--- src/rtl/demux_stream.sv ---
// demux_stream: registered, packet-aware 1-to-N_CH stream demultiplexer.
//
// The destination is taken from in_sel on the first beat of a packet and
// held until the beat carrying in_last, so a packet never splits across
// channels. Every channel owns a one-entry output register, which gives
// 1-cycle latency and full throughput. A packet whose first-beat select is
// >= N_CH is accepted and discarded, and err_sel pulses once for it.
//
// Optional build macro: DEMUX_STREAM_STATS_EN adds per-channel completed
// packet counters (pkt_cnt) and a dropped packet counter (drop_cnt). Both
// are 16 bits wide and wrap.
//
// Ports:
//   clk        rising-edge clock
//   rst_n      asynchronous active-low reset
//   in_valid   input beat valid
//   in_ready   input beat accepted when in_valid && in_ready
//   in_data    input payload
//   in_sel     destination channel, used on the first beat of a packet only
//   in_last    final beat of a packet
//   out_valid  per-channel valid, bit i = channel i
//   out_ready  per-channel ready
//   out_data   channel i payload at [i*DATA_W +: DATA_W]
//   err_sel    1-cycle pulse when an illegal-select packet is dropped
//   busy       high while a legal multi-beat packet is in progress
//   pkt_cnt    (stats build) channel i count at [i*16 +: 16]
//   drop_cnt   (stats build) dropped packet count
//
// state | meaning
// IDLE  | waiting for the first beat of a packet; route by in_sel
// BURST | inside a legal packet; route by latched select
// DROP  | inside an illegal packet; accept and discard beats

module demux_stream #(
    parameter int DATA_W = 8,
    parameter int N_CH   = 4,
    parameter int SEL_W  = 2
) (
    input  logic                     clk,
    input  logic                     rst_n,
    input  logic                     in_valid,
    output logic                     in_ready,
    input  logic [DATA_W-1:0]        in_data,
    input  logic [SEL_W-1:0]         in_sel,
    input  logic                     in_last,
    output logic [N_CH-1:0]          out_valid,
    input  logic [N_CH-1:0]          out_ready,
    output logic [N_CH*DATA_W-1:0]   out_data,
    output logic                     err_sel,
`ifdef DEMUX_STREAM_STATS_EN
    output logic [N_CH*16-1:0]       pkt_cnt,
    output logic [15:0]              drop_cnt,
`endif
    output logic                     busy
);

    typedef enum logic [1:0] {
        S_IDLE  = 2'd0,
        S_BURST = 2'd1,
        S_DROP  = 2'd2
    } state_t;

    state_t                        r_state;
    state_t                        w_next;
    logic [SEL_W-1:0]              r_sel;
    logic [N_CH-1:0]               r_valid;
    logic [N_CH-1:0][DATA_W-1:0]   r_data;
    logic                          r_err;

    logic [SEL_W-1:0]              w_eff_sel;
    logic                          w_sel_legal;
    logic                          w_drop;
    logic [N_CH-1:0]               w_dst;
    logic                          w_acc;
    logic                          w_first_drop;

    // Zero-extend before comparing so N_CH == 2**SEL_W does not overflow.
    assign w_sel_legal = (32'(in_sel) < N_CH);

    always_comb begin
        w_eff_sel = in_sel;
        if (r_state == S_BURST) begin
            w_eff_sel = r_sel;
        end
    end

    assign w_drop = (r_state == S_DROP) || ((r_state == S_IDLE) && !w_sel_legal);

    // One-hot destination; all zero while discarding, so an illegal select
    // never indexes past the last channel.
    always_comb begin
        w_dst = '0;
        for (int i = 0; i < N_CH; i++) begin
            w_dst[i] = !w_drop && (w_eff_sel == SEL_W'(i));
        end
    end

    // Only the destination channel gates the input.
    assign in_ready     = w_drop || (|(w_dst & (~r_valid | out_ready)));
    assign w_acc        = in_valid && in_ready;
    assign w_first_drop = w_acc && (r_state == S_IDLE) && !w_sel_legal;

    always_ff @(posedge clk or negedge rst_n) begin
        if (!rst_n) begin
            r_state <= S_IDLE;
        end else begin
            r_state <= w_next;
        end
    end

    always_comb begin
        w_next = r_state;
        case (r_state)
            S_IDLE: begin
                if (w_acc && !in_last) begin
                    w_next = w_sel_legal ? S_BURST : S_DROP;
                end
            end
            S_BURST, S_DROP: begin
                if (w_acc && in_last) begin
                    w_next = S_IDLE;
                end
            end
            default: w_next = S_IDLE;
        endcase
    end

    always_ff @(posedge clk or negedge rst_n) begin
        if (!rst_n) begin
            r_sel <= '0;
            r_err <= 1'b0;
        end else begin
            if (w_acc && (r_state == S_IDLE)) begin
                r_sel <= in_sel;
            end
            r_err <= w_first_drop;
        end
    end

    // Load wins over drain, so a simultaneous drain and load keeps valid high.
    always_ff @(posedge clk or negedge rst_n) begin
        if (!rst_n) begin
            r_valid <= '0;
            r_data  <= '0;
        end else begin
            for (int i = 0; i < N_CH; i++) begin
                if (w_acc && w_dst[i]) begin
                    r_valid[i] <= 1'b1;
                    r_data[i]  <= in_data;
                end else if (out_ready[i]) begin
                    r_valid[i] <= 1'b0;
                end
            end
        end
    end

    assign out_valid = r_valid;
    assign out_data  = r_data;
    assign err_sel   = r_err;
    assign busy      = (r_state == S_BURST);

`ifdef DEMUX_STREAM_STATS_EN
    logic [N_CH-1:0][15:0] r_pkt_cnt;
    logic [15:0]           r_drop_cnt;

    always_ff @(posedge clk or negedge rst_n) begin
        if (!rst_n) begin
            r_pkt_cnt  <= '0;
            r_drop_cnt <= '0;
        end else begin
            for (int i = 0; i < N_CH; i++) begin
                if (w_acc && in_last && w_dst[i]) begin
                    r_pkt_cnt[i] <= r_pkt_cnt[i] + 16'd1;
                end
            end
            if (w_first_drop) begin
                r_drop_cnt <= r_drop_cnt + 16'd1;
            end
        end
    end

    assign pkt_cnt  = r_pkt_cnt;
    assign drop_cnt = r_drop_cnt;
`endif

endmodule

--- config.mk ---
export PLATFORM = sky130hd
export DESIGN_NAME = demux_stream
export DESIGN_NICKNAME = d
export VERILOG_FILES = /design/src/rtl/demux_stream.sv
export SDC_FILE = /design/constraint.sdc
export NUM_CORES = 1
export LEC_CHECK = 0
export BUFFER_PORTS_ARGS = -buffer_cell sky130_fd_sc_hd__buf_2
export CORE_ASPECT_RATIO = 1.25
export CORE_UTILIZATION = 49
export DETAILED_ROUTE_END_ITERATION = 6
export HOLD_SLACK_MARGIN = 0.08
export PLACE_DENSITY = 0.81
export SKIP_CTS_REPAIR_TIMING = 1
export SLEW_MARGIN = 25
export SYNTH_ARGS = -nofsm -noshare
export SYNTH_HDL_FRONTEND = slang
export SYNTH_SLANG_ARGS = --single-unit
--- constraint.sdc ---
create_clock -name clk -period 2.3 [get_ports clk]
set_input_delay 0.115 -clock clk [delete_from_list [all_inputs] [get_ports clk]]
set_output_delay 0.115 -clock clk [all_outputs]
set_load 0.02 [all_outputs]
# == Word-level counts from Yosys, hierarchy flattened ==
# Index checks and enable logic that the tools add are counted.
# op_classes
bitwise,3
n_eq_ne,7
n_mux,12
n_reduce_logical,24
# op_table
operator,count
1-bit logical AND,12
1-bit two-way mux,8
2-bit nonzero test,4
"2-bit equality test, second input constant",3
2-bit two-way mux,3
4-bit bitwise AND,1
"2-bit by 1-bit equality test with 1-bit output, second input constant",2
2-bit zero test,2
4-bit inverter,1
4-bit bitwise OR,1
2-bit one-hot mux with 2 select lines,1
4-bit OR reduction,1
1-bit zero test,2
"2-bit by 1-bit inequality test with 1-bit output, second input constant",1
"2-bit inequality test, second input constant",1
2-bit AND reduction,1
2-bit OR reduction,1
1-bit logical OR,1
# word_totals
in_bits,18
output_inout_bits,39
ff_bits,40

# == Longest topological paths before layout ==
# Gate-level depths: netlist of run 1.
# depth
word_depth,11
depth_mapped,4
depth_no_buf,4

# == Worst setup path before layout of run 1 ==
# Ideal clock, no wire load.
# synth_timing
kind,flip-flop to flip-flop
from,reg r_state[0]
to,"reg r_data, in the netlist out_data[16]"
synth_period_minus_slack_ps,1877
n_path_buf,0
path_slack_ps,423
setup_ps,125
t_arrival_ps,1752
required_ps,2175
stages_incl_launch_ff,5
path_cell_list,dfrtp_1 nor3b_1 o21ai_1 a41oi_4 mux2_2
# synth_between
elab_chain_cells,9
word_cells_on_any_way,17
classes_between,5 x eq/ne; 1 x mux; 1 x bitwise; 10 x reduce/logical
# synth_lines
item,line_no,text
from (decl),63,state_t r_state;
from (signal assigned),107,r_state <= w_next;
2-bit by 1-bit equality test with 1-bit output,82,if (r_state == S_BURST) begin
2-bit two-way mux,82,
2-bit by 1-bit equality test with 1-bit output (tied with other cells),94,w_dst[i] = !w_drop && (w_eff_sel == SEL_W'(i));
1-bit logical AND,94,
4-bit bitwise AND,99,assign in_ready = w_drop || (|(w_dst & (~r_valid | out_ready)));
4-bit OR reduction,99,
1-bit logical OR,99,
1-bit logical AND,100,assign w_acc = in_valid && in_ready;
1-bit logical AND *,147,if (w_acc && w_dst[i]) begin
"to (signal, indexed assignment)",149,r_data[i] <= in_data;
to (decl),67,logic [N_CH-1:0][DATA_W-1:0] r_data;
# Mark *: on every way between the ends. The rest lies on a longest branch, timed or not.
# A chain may end at the register's enable or synchronous reset.

# == Final worst setup path of run 1 ==
# layout_timing
from,reg r_state[0]
to,"reg r_data, in the netlist out_data[18]"
# The elaborated chain is that of the path after synthesis.

==> results of run 1 <==
-- per-layer routing --
metal / global-route usage / vias up / part of all wire
met1: 0.2555 / 568 / 0.39
li1: - / 531 / -
met3: 0.09111 / 6 / 0.050
met5: 0 / - / 0
met2: 0.3735 / 42 / 0.55
met4: 0.09295 / 0 / 0.016
-- state kept, by name, indices dropped and copies added (netlist names) --
signal and flops:
r_state 1, out_data 32, r_sel 2, out_valid 4
-- logic make-up (layout without fill, tap and decap cells) --
group,Yosys count,count (layout),share of synthesized area
buf+inv,3,67,0.008769
other cells,1,1,0.002189
flops,39,39,0.5698
mux,35,35,0.2294
compound gates,14,14,0.1198
simple gates,18,18,0.07013
-- power by group through the flow --
stage | Clock, mW | Combinational, mW | Sequential [mW]
after floorplan | 0 | 0.735 | 1.63
after global placement | 0 | 1.60 | 1.22
after detailed placement | 0 | 1.66 | 1.24
after CTS | 0.452 | 1.66 | 1.23
after global routing | 0.498 | 1.76 | 1.28
final | 0.441 | 1.64 | 1.23
-- cells in the mapped netlist (2+ instances only) --
| library cell | n | area, sq um |
|---|---|---|
| sky130_fd_sc_hd__dfrtp_1 | 39 | 975.9 |
| sky130_fd_sc_hd__mux2_2 | 32 | 360.4 |
| sky130_fd_sc_hd__nand2_1 | 5 | 18.77 |
| sky130_fd_sc_hd__a41oi_4 | 4 | 110.1 |
| sky130_fd_sc_hd__nand2b_1 | 4 | 25.02 |
| sky130_fd_sc_hd__and3b_1 | 3 | 26.28 |
| sky130_fd_sc_hd__o21ai_0 | 3 | 15.01 |
| sky130_fd_sc_hd__o21ai_4 | 3 | 48.80 |
| sky130_fd_sc_hd__a41oi_1 | 2 | 17.52 |
| sky130_fd_sc_hd__inv_1 | 2 | 7.510 |
| sky130_fd_sc_hd__mux2_1 | 2 | 22.52 |
| sky130_fd_sc_hd__nor3b_2 | 2 | 25.02 |
-- path summary, 6_finish.rpt --
check	startpoint	to	slack, ps
setup / recovery	r_state[0]$_DFFE_PN0P_	out_data[18]$_DFFE_PN0P_	250
hold / removal	in_data[6]	out_data[14]$_DFFE_PN0P_	100
setup reg to reg	r_state[0]$_DFFE_PN0P_	out_data[18]$_DFFE_PN0P_	250
hold reg to reg	out_data[14]$_DFFE_PN0P_	out_data[14]$_DFFE_PN0P_	500
max in group asynchronous	rst_n	out_data[28]$_DFFE_PN0P_	1300
min in group asynchronous	rst_n	out_data[30]$_DFFE_PN0P_	480
-- critical path, delay by kind of cell (launching register included) --
family	cells	cell delay, ps
AOI/OAI and AO/OA	2	620
DFF	1	470
and+or+nand+nor	1	450
muxes	1	390
-- layout make-up --
type | instances | area (sq um) | share of cell area
inverters | 2 | 7.507 | 0.003527
flip-flops and latches | 39 | 975.9 | 0.4586
repair buffers | 57 | 295.3 | 0.1387
well taps | 37 | 46.29 | 0.02175
multi-input cells | 68 | 721.9 | 0.3392
clock buffers | 7 | 76.32 | 0.03586
clock inverters | 1 | 5.005 | 0.002352
==> results.json, run 1 <==
{
  "cellInternalPower_mw": 1.915,
  "diodes": 0,
  "finish.cell_count_without_fillers": 211,
  "mean_post_synth_cell_area_sq_um": 15.57,
  "floorplan.initialDensity": 0.5221,
  "number_of_nets_produced_by_synthesis": 128,
  "report.final.setup_viol": 0,
  "timing_hold_violations_final": 0,
  "yosys_warnings": 0,
  "ioPinCount": 57,
  "ys.flop_type": "sky130_fd_sc_hd__dfrtp_1",
  "finalInstanceArea_sq_um": 2128,
  "synth_cell_area_sq_um": 1713,
  "power_switching_share": 0.4225,
  "setup_tns_ps": 0,
  "cts_tree": "yes",
  "setup.worst_path.end_class": "register",
  "finish.utilization": 0.6487,
  "leading_cell_type_in_the_layout_fill_and_taps_excluded": "sky130_fd_sc_hd__buf_2",
  "finish.net_count": 191,
  "clkPwrFrac": 0.133,
  "clockRootBuffer": "sky130_fd_sc_hd__clkbuf_8",
  "dieArea_sq_um": 3738,
  "finalWorstSetupSlack_ps": 253.7,
  "vias_per_cell": 5.436,
  "power_switching_mw": 1.401,
  "synth.distinct_cells": 21,
  "post_route_cells_drive_above_1_share": 0.5920,
  "gp_routability_congestion": 0.8443,
  "fin_worst_skew_ps": 2.644,
  "drt_iter0_markers": 27,
  "die_w_um": 54.88,
  "antenna_found_initial": 0,
  "worstRegToRegCells": 4,
  "pwr_density_cell_nw_per_um2": 1558,
  "global_route_wire_length_before_repair_mm": 5.644,
  "vdd_drop_max_mv": 0.8512,
  "standard_cell_rows": 23,
  "dr_total_vias": 1147,
  "master_of_the_slowest_instance_on_the_critical_path": "sky130_fd_sc_hd__dfrtp_1",
  "cts-htree-levels": 2,
  "rsz_0062_raised_after_global_routing": "no",
  "ys_ff_latch": 39,
  "cellLeakagePower_nw": 0.9927,
  "portBuffers": 55,
  "worst_setup_hold_path_clk_slew_ps": 70,
  "worst-slew-pin-transition_ps": 852.6,
  "hold-worst-slack_ps": 95.83,
  "totalPowerFinal_mw": 3.316,
  "grt_use_total": 0.2270,
  "share_of_synthesized_area_occupied_by_flip_flops_and_latches": 0.5698,
  "synthesis.instances": 110,
  "startpoint_type": "register",
  "maxSlewViolCount": 0,
  "filler_cell_count": 259,
  "cts-buffers-inserted": 5,
  "cap_violations": 0,
  "post_dp_cell_area_sq_um": 2027,
  "clk-insertion-delay-late_ps": 280,
  "detail_route.wl_per_cell_um": 16.76,
  "max_freq_ghz": 0.4887,
  "area_growth_pct": 24.25,
  "die-height_um": 68.11,
  "number_of_global_route_vias_before_repair": 1182,
  "globalRouteOverflowTotal": 0,
  "cts.sink_count": 39,
  "slew_headroom": 0.4316,
  "crit_path_cell_trace": "nor3b_1 > o21ai_1 > a41oi_4 > mux2_2",
  "min_period_ps": 2046,
  "detailedPlacementHpwl_mm": 2.645,
  "worstPathMaxFanout": 10,
  "worst_hold_path_cell_count": 2,
  "cp.required_ps": 2470,
  "comb_power_share": 0.495,
  "pin_count_of_the_biggest_net_entering_global_routing": 40,
  "drtAntennaViolNets": 0,
  "core_sq_um": 3281,
  "dr.pass1.iters": 4,
  "critPathMaxStageDelay_ps": 470,
  "place.detailed.instances": 201,
  "period_share": 0.8897,
  "postSynth.asyncResetShare": 1.000,
  "arrival_ps": 2220,
  "part_of_the_total_power_dissipated_in_sequential_elements": 0.372,
  "path_type_of_the_worst_min_delay_path": "in -> reg",
  "remaining_drc_errors": 0,
  "totalWireLength_mm": 3.536,
  "mostFrequentLayoutCells": "sky130_fd_sc_hd__buf_2 (55), sky130_fd_sc_hd__dfrtp_1 (39), sky130_fd_sc_hd__mux2_2 (32), sky130_fd_sc_hd__nand2_1 (5), sky130_fd_sc_hd__clkbuf_8 (5)",
  "cts.path.max_buffers": 2,
  "criticalPathCategory": "reg -> reg",
  "synth-edff-count": 0,
  "dp_worst_setup_slack_ps": 241.6,
  "run_status": "finished clean"
}
Note: power is estimated with default switching activity, not from simulation.
==> run 2: changes to the inputs <==
- CORE_ASPECT_RATIO: 1.25 -> not set
- CORE_UTILIZATION: 49 -> 45
- PLACE_DENSITY: 0.81 -> 0.75
==> results.json, run 2 (synthesized netlist as in run 1, its figures left out) <==
{
  "clockRootBuffer": "sky130_fd_sc_hd__clkbuf_8",
  "cts.sink_count": 39,
  "dr.pass1.iters": 4,
  "finalInstanceArea_sq_um": 2146,
  "startpoint_type": "register",
  "area_growth_pct": 25.27,
  "dieArea_sq_um": 4057,
  "post_route_cells_drive_above_1_share": 0.5977,
  "remaining_drc_errors": 0,
  "run_status": "finished clean",
  "cts-htree-levels": 2,
  "globalRouteOverflowTotal": 0,
  "cap_violations": 0,
  "die_w_um": 63.70,
  "cts.path.max_buffers": 2,
  "number_of_global_route_vias_before_repair": 1195,
  "standard_cell_rows": 22,
  "worst-slew-pin-transition_ps": 848.6,
  "worstPathMaxFanout": 10,
  "maxSlewViolCount": 0,
  "portBuffers": 55,
  "cellLeakagePower_nw": 0.9917,
  "totalPowerFinal_mw": 3.290,
  "setup.worst_path.end_class": "register",
  "drtAntennaViolNets": 0,
  "clk-insertion-delay-late_ps": 290,
  "global_route_wire_length_before_repair_mm": 5.664,
  "gp_routability_congestion": 0.9152,
  "vias_per_cell": 5.149,
  "dr_total_vias": 1143,
  "report.final.setup_viol": 0,
  "drt_iter0_markers": 57,
  "detailedPlacementHpwl_mm": 2.448,
  "path_type_of_the_worst_min_delay_path": "in -> reg",
  "cts_tree": "yes",
  "antenna_found_initial": 0,
  "master_of_the_slowest_instance_on_the_critical_path": "sky130_fd_sc_hd__nor3b_1",
  "ioPinCount": 57,
  "grt_use_total": 0.1880,
  "pwr_density_cell_nw_per_um2": 1533,
  "core_sq_um": 3661,
  "die-height_um": 63.70,
  "cts-buffers-inserted": 5,
  "rsz_0062_raised_after_global_routing": "no",
  "setup_tns_ps": 0,
  "totalWireLength_mm": 3.278,
  "detail_route.wl_per_cell_um": 14.77,
  "worst_setup_hold_path_clk_slew_ps": 70,
  "timing_hold_violations_final": 0,
  "fin_worst_skew_ps": 2.220,
  "period_share": 0.9102,
  "arrival_ps": 2270,
  "pin_count_of_the_biggest_net_entering_global_routing": 40,
  "post_dp_cell_area_sq_um": 2041,
  "diodes": 0,
  "cp.required_ps": 2470,
  "finish.utilization": 0.5861,
  "vdd_drop_max_mv": 0.7358,
  "min_period_ps": 2093,
  "worst_hold_path_cell_count": 2,
  "criticalPathCategory": "reg -> reg",
  "slew_headroom": 0.4342,
  "max_freq_ghz": 0.4777,
  "worstRegToRegCells": 4,
  "leading_cell_type_in_the_layout_fill_and_taps_excluded": "sky130_fd_sc_hd__buf_2",
  "largest_reg_flops": 32,
  "finish.net_count": 191,
  "floorplan.initialDensity": 0.4679,
  "mostFrequentLayoutCells": "sky130_fd_sc_hd__buf_2 (55), sky130_fd_sc_hd__dfrtp_1 (39), sky130_fd_sc_hd__mux2_2 (32), sky130_fd_sc_hd__nand2_1 (5), sky130_fd_sc_hd__clkbuf_8 (5)",
  "crit_path_cell_trace": "nor3b_1 > o21ai_1 > a41oi_4 > mux2_2",
  "critPathMaxStageDelay_ps": 500,
  "hold-worst-slack_ps": 84.19
}
run 2: changes by cell type in the layout (fill, tap and decap cells not counted), sizes merged:
cell and change:
clkinvlp +1, clkbuf -1
run 2: per-stage QoR:
stage                     std cells  setup WS [ps]
after CTS                       220          221.1
after global routing            222          82.40
after detailed placement        212          246.3
final                           222          206.6
after global placement          212          288.8
after floorplan                 110          423.3
run 2: final timing paths:
| kind | from | end | slack [ps] |
|---|---|---|---|
| worst min-delay path | in_data[0] | out_data[0]$_DFFE_PN0P_ | 80 |
| min in group asynchronous | rst_n | out_data[22]$_DFFE_PN0P_ | 470 |
| max in group asynchronous | rst_n | out_data[15]$_DFFE_PN0P_ | 1290 |
| worst min register to register | out_data[0]$_DFFE_PN0P_ | out_data[0]$_DFFE_PN0P_ | 480 |
| worst max register to register | r_state[0]$_DFFE_PN0P_ | out_data[19]$_DFFE_PN0P_ | 210 |
| worst max-delay path | r_state[0]$_DFFE_PN0P_ | out_data[19]$_DFFE_PN0P_ | 210 |
run 2: cell type report:
cell class	count	area [sq um]
Inverter	2	7.507
Timing Repair Buffer	57	295.3
Clock buffer	6	72.57
Fill cell	303	1515
Sequential cell	39	975.9
Tap cell	48	60.06
Clock inverter	2	12.51
Multi-Input combinational cell	68	721.9
run 2: where the power goes:
group / internal, mW / switching (mW)
registers: 1.03 / 0.200
logic: 0.670 / 0.951
clock network: 0.212 / 0.226
total: 1.91 / 1.38
run 2: worst max-delay path, delay by kind of cell (launching register included):
kind / cells / cell delay [ps]
AO/OA/AOI/OAI: 2 / 630
AND/OR/NAND/NOR: 1 / 500
flip-flops: 1 / 460
multiplexers: 1 / 390
run 2: per-layer routing:
metal  track usage  vias up  wire [um]
li1              -      527          -
met1        0.2199      568       1402
met2        0.3178       41       1623
met3       0.06341        7        204
met4       0.06818        0         48
met5             0        -          0
==> run 3: changes to the inputs <==
- CORE_MARGIN: not set -> 3
==> results.json, run 3 (synthesized netlist as in run 1, its figures left out) <==
{
  "cts.path.max_buffers": 2,
  "dp_worst_setup_slack_ps": 272.5,
  "clk-insertion-delay-late_ps": 290,
  "finalWorstSetupSlack_ps": 243.8,
  "detailedPlacementHpwl_mm": 2.601,
  "cts.sink_count": 39,
  "largest_reg_flops": 32,
  "dr.pass1.iters": 4,
  "die-height_um": 67.70,
  "cellLeakagePower_nw": 0.9981,
  "finish.net_count": 191,
  "diodes": 0,
  "min_period_ps": 2056,
  "filler_cell_count": 277,
  "setup.worst_path.end_class": "register",
  "worst_setup_hold_path_clk_slew_ps": 70,
  "hold-worst-slack_ps": 89.90,
  "report.final.setup_viol": 0,
  "power_switching_share": 0.4193,
  "run_status": "finished clean",
  "ioPinCount": 57,
  "remaining_drc_errors": 0,
  "gp_routability_congestion": 0.8681,
  "crit_buf_inv": 0,
  "leading_cell_type_in_the_layout_fill_and_taps_excluded": "sky130_fd_sc_hd__buf_2",
  "critPathMaxStageDelay_ps": 470,
  "finish.cell_count_without_fillers": 219,
  "cap_violations": 0,
  "antenna_found_initial": 0,
  "comb_power_share": 0.490,
  "post_route_cells_drive_above_1_share": 0.6012,
  "rsz_0062_raised_after_global_routing": "no",
  "power_switching_mw": 1.403,
  "startpoint_type": "register",
  "totalWireLength_mm": 3.543,
  "max_freq_ghz": 0.4863,
  "clockRootBuffer": "sky130_fd_sc_hd__clkbuf_8",
  "setup_tns_ps": 0,
  "mostFrequentLayoutCells": "sky130_fd_sc_hd__buf_2 (55), sky130_fd_sc_hd__dfrtp_1 (39), sky130_fd_sc_hd__mux2_2 (32), sky130_fd_sc_hd__clkbuf_8 (6), sky130_fd_sc_hd__nand2_1 (5)",
  "cellInternalPower_mw": 1.943,
  "portBuffers": 55,
  "timing_hold_violations_final": 0,
  "vias_per_cell": 5.311,
  "criticalPathCategory": "reg -> reg",
  "part_of_the_total_power_dissipated_in_sequential_elements": 0.369,
  "core_sq_um": 3495,
  "finish.utilization": 0.6151,
  "floorplan.initialDensity": 0.4902,
  "globalRouteOverflowTotal": 0,
  "pwr_density_cell_nw_per_um2": 1556,
  "period_share": 0.8940,
  "arrival_ps": 2230,
  "standard_cell_rows": 21,
  "worstPathMaxFanout": 10,
  "cp.required_ps": 2480,
  "path_type_of_the_worst_min_delay_path": "in -> reg",
  "slew_headroom": 0.4532,
  "crit_path_cell_trace": "nor3b_1 > o21ai_1 > a41oi_4 > mux2_2",
  "maxSlewViolCount": 0,
  "detail_route.wl_per_cell_um": 16.18,
  "cts_tree": "yes",
  "grt_use_total": 0.1813,
  "dieArea_sq_um": 4583,
  "dr_total_vias": 1163,
  "clkPwrFrac": 0.141,
  "vdd_drop_max_mv": 0.7379,
  "place.detailed.instances": 210,
  "global_route_wire_length_before_repair_mm": 5.940,
  "drtAntennaViolNets": 0,
  "drt_iter0_markers": 48,
  "die_w_um": 67.70,
  "kind_of_cell_with_the_highest_combined_delay_on_the_critical_path": "compound AO/OA/AOI/OAI gates",
  "number_of_global_route_vias_before_repair": 1188,
  "fin_worst_skew_ps": 4.516,
  "master_of_the_slowest_instance_on_the_critical_path": "sky130_fd_sc_hd__nor3b_1",
  "cts-buffers-inserted": 5,
  "area_growth_pct": 25.49,
  "pin_count_of_the_biggest_net_entering_global_routing": 40,
  "cts-htree-levels": 2,
  "worst-slew-pin-transition_ps": 820.2
}
==> run 3: layout make-up <==
class	count	area, sq um	share of cell area
Tap cell	46	57.56	0.02678
Sequential cell	39	975.9	0.4540
Multi-Input combinational cell	68	721.9	0.3359
Inverter	2	7.507	0.003492
Timing Repair Buffer	57	295.3	0.1374
Clock buffer	6	82.58	0.03842
Clock inverter	1	8.758	0.004075
==> run 3: worst reg2reg max path, cell delays in order (launching register included) <==
cell and delay (ps):
sky130_fd_sc_hd__dfrtp_1 460, sky130_fd_sc_hd__nor3b_1 470, sky130_fd_sc_hd__o21ai_1 200, sky130_fd_sc_hd__a41oi_4 430
sky130_fd_sc_hd__mux2_2 390
==> run 3: per-stage QoR <==
step	power, mW	area, sq um
after floorplan	2.364	1713
after global placement	2.854	2038
after detailed placement	2.907	2038
after CTS	3.390	2130
after global routing	3.569	2150
final	3.345	2150
==> run 3: power groups by stage <==
stage / Combinational (mW) / Sequential, mW / Clock (mW)
after detailed placement: 1.66 / 1.25 / 0
final: 1.64 / 1.24 / 0.471
after CTS: 1.66 / 1.24 / 0.488
after global routing: 1.77 / 1.28 / 0.519
after floorplan: 0.735 / 1.63 / 0
after global placement: 1.63 / 1.23 / 0
==> run 3: layer usage <==
| metal | global-route usage | wire (um) | vias up |
|---|---|---|---|
| met1 | 0.2204 | 1470 | 583 |
| met4 | 0.08354 | 78 | 0 |
| li1 | - | - | 532 |
| met3 | 0.05657 | 219 | 9 |
| met2 | 0.2928 | 1775 | 39 |
| met5 | 0 | 0 | - |
==> run 3: final timing paths <==
path	startpoint	endpoint	slack [ps]	cells past startpoint
setup / recovery	r_state[0]$_DFFE_PN0P_	out_data[16]$_DFFE_PN0P_	240	4
hold / removal	in_data[6]	out_data[14]$_DFFE_PN0P_	90	2
setup reg to reg	r_state[0]$_DFFE_PN0P_	out_data[16]$_DFFE_PN0P_	240	4
hold reg to reg	out_data[0]$_DFFE_PN0P_	out_data[0]$_DFFE_PN0P_	500	1
max in group asynchronous	rst_n	r_state[0]$_DFFE_PN0P_	1320	2
min in group asynchronous	rst_n	out_data[16]$_DFFE_PN0P_	460	2
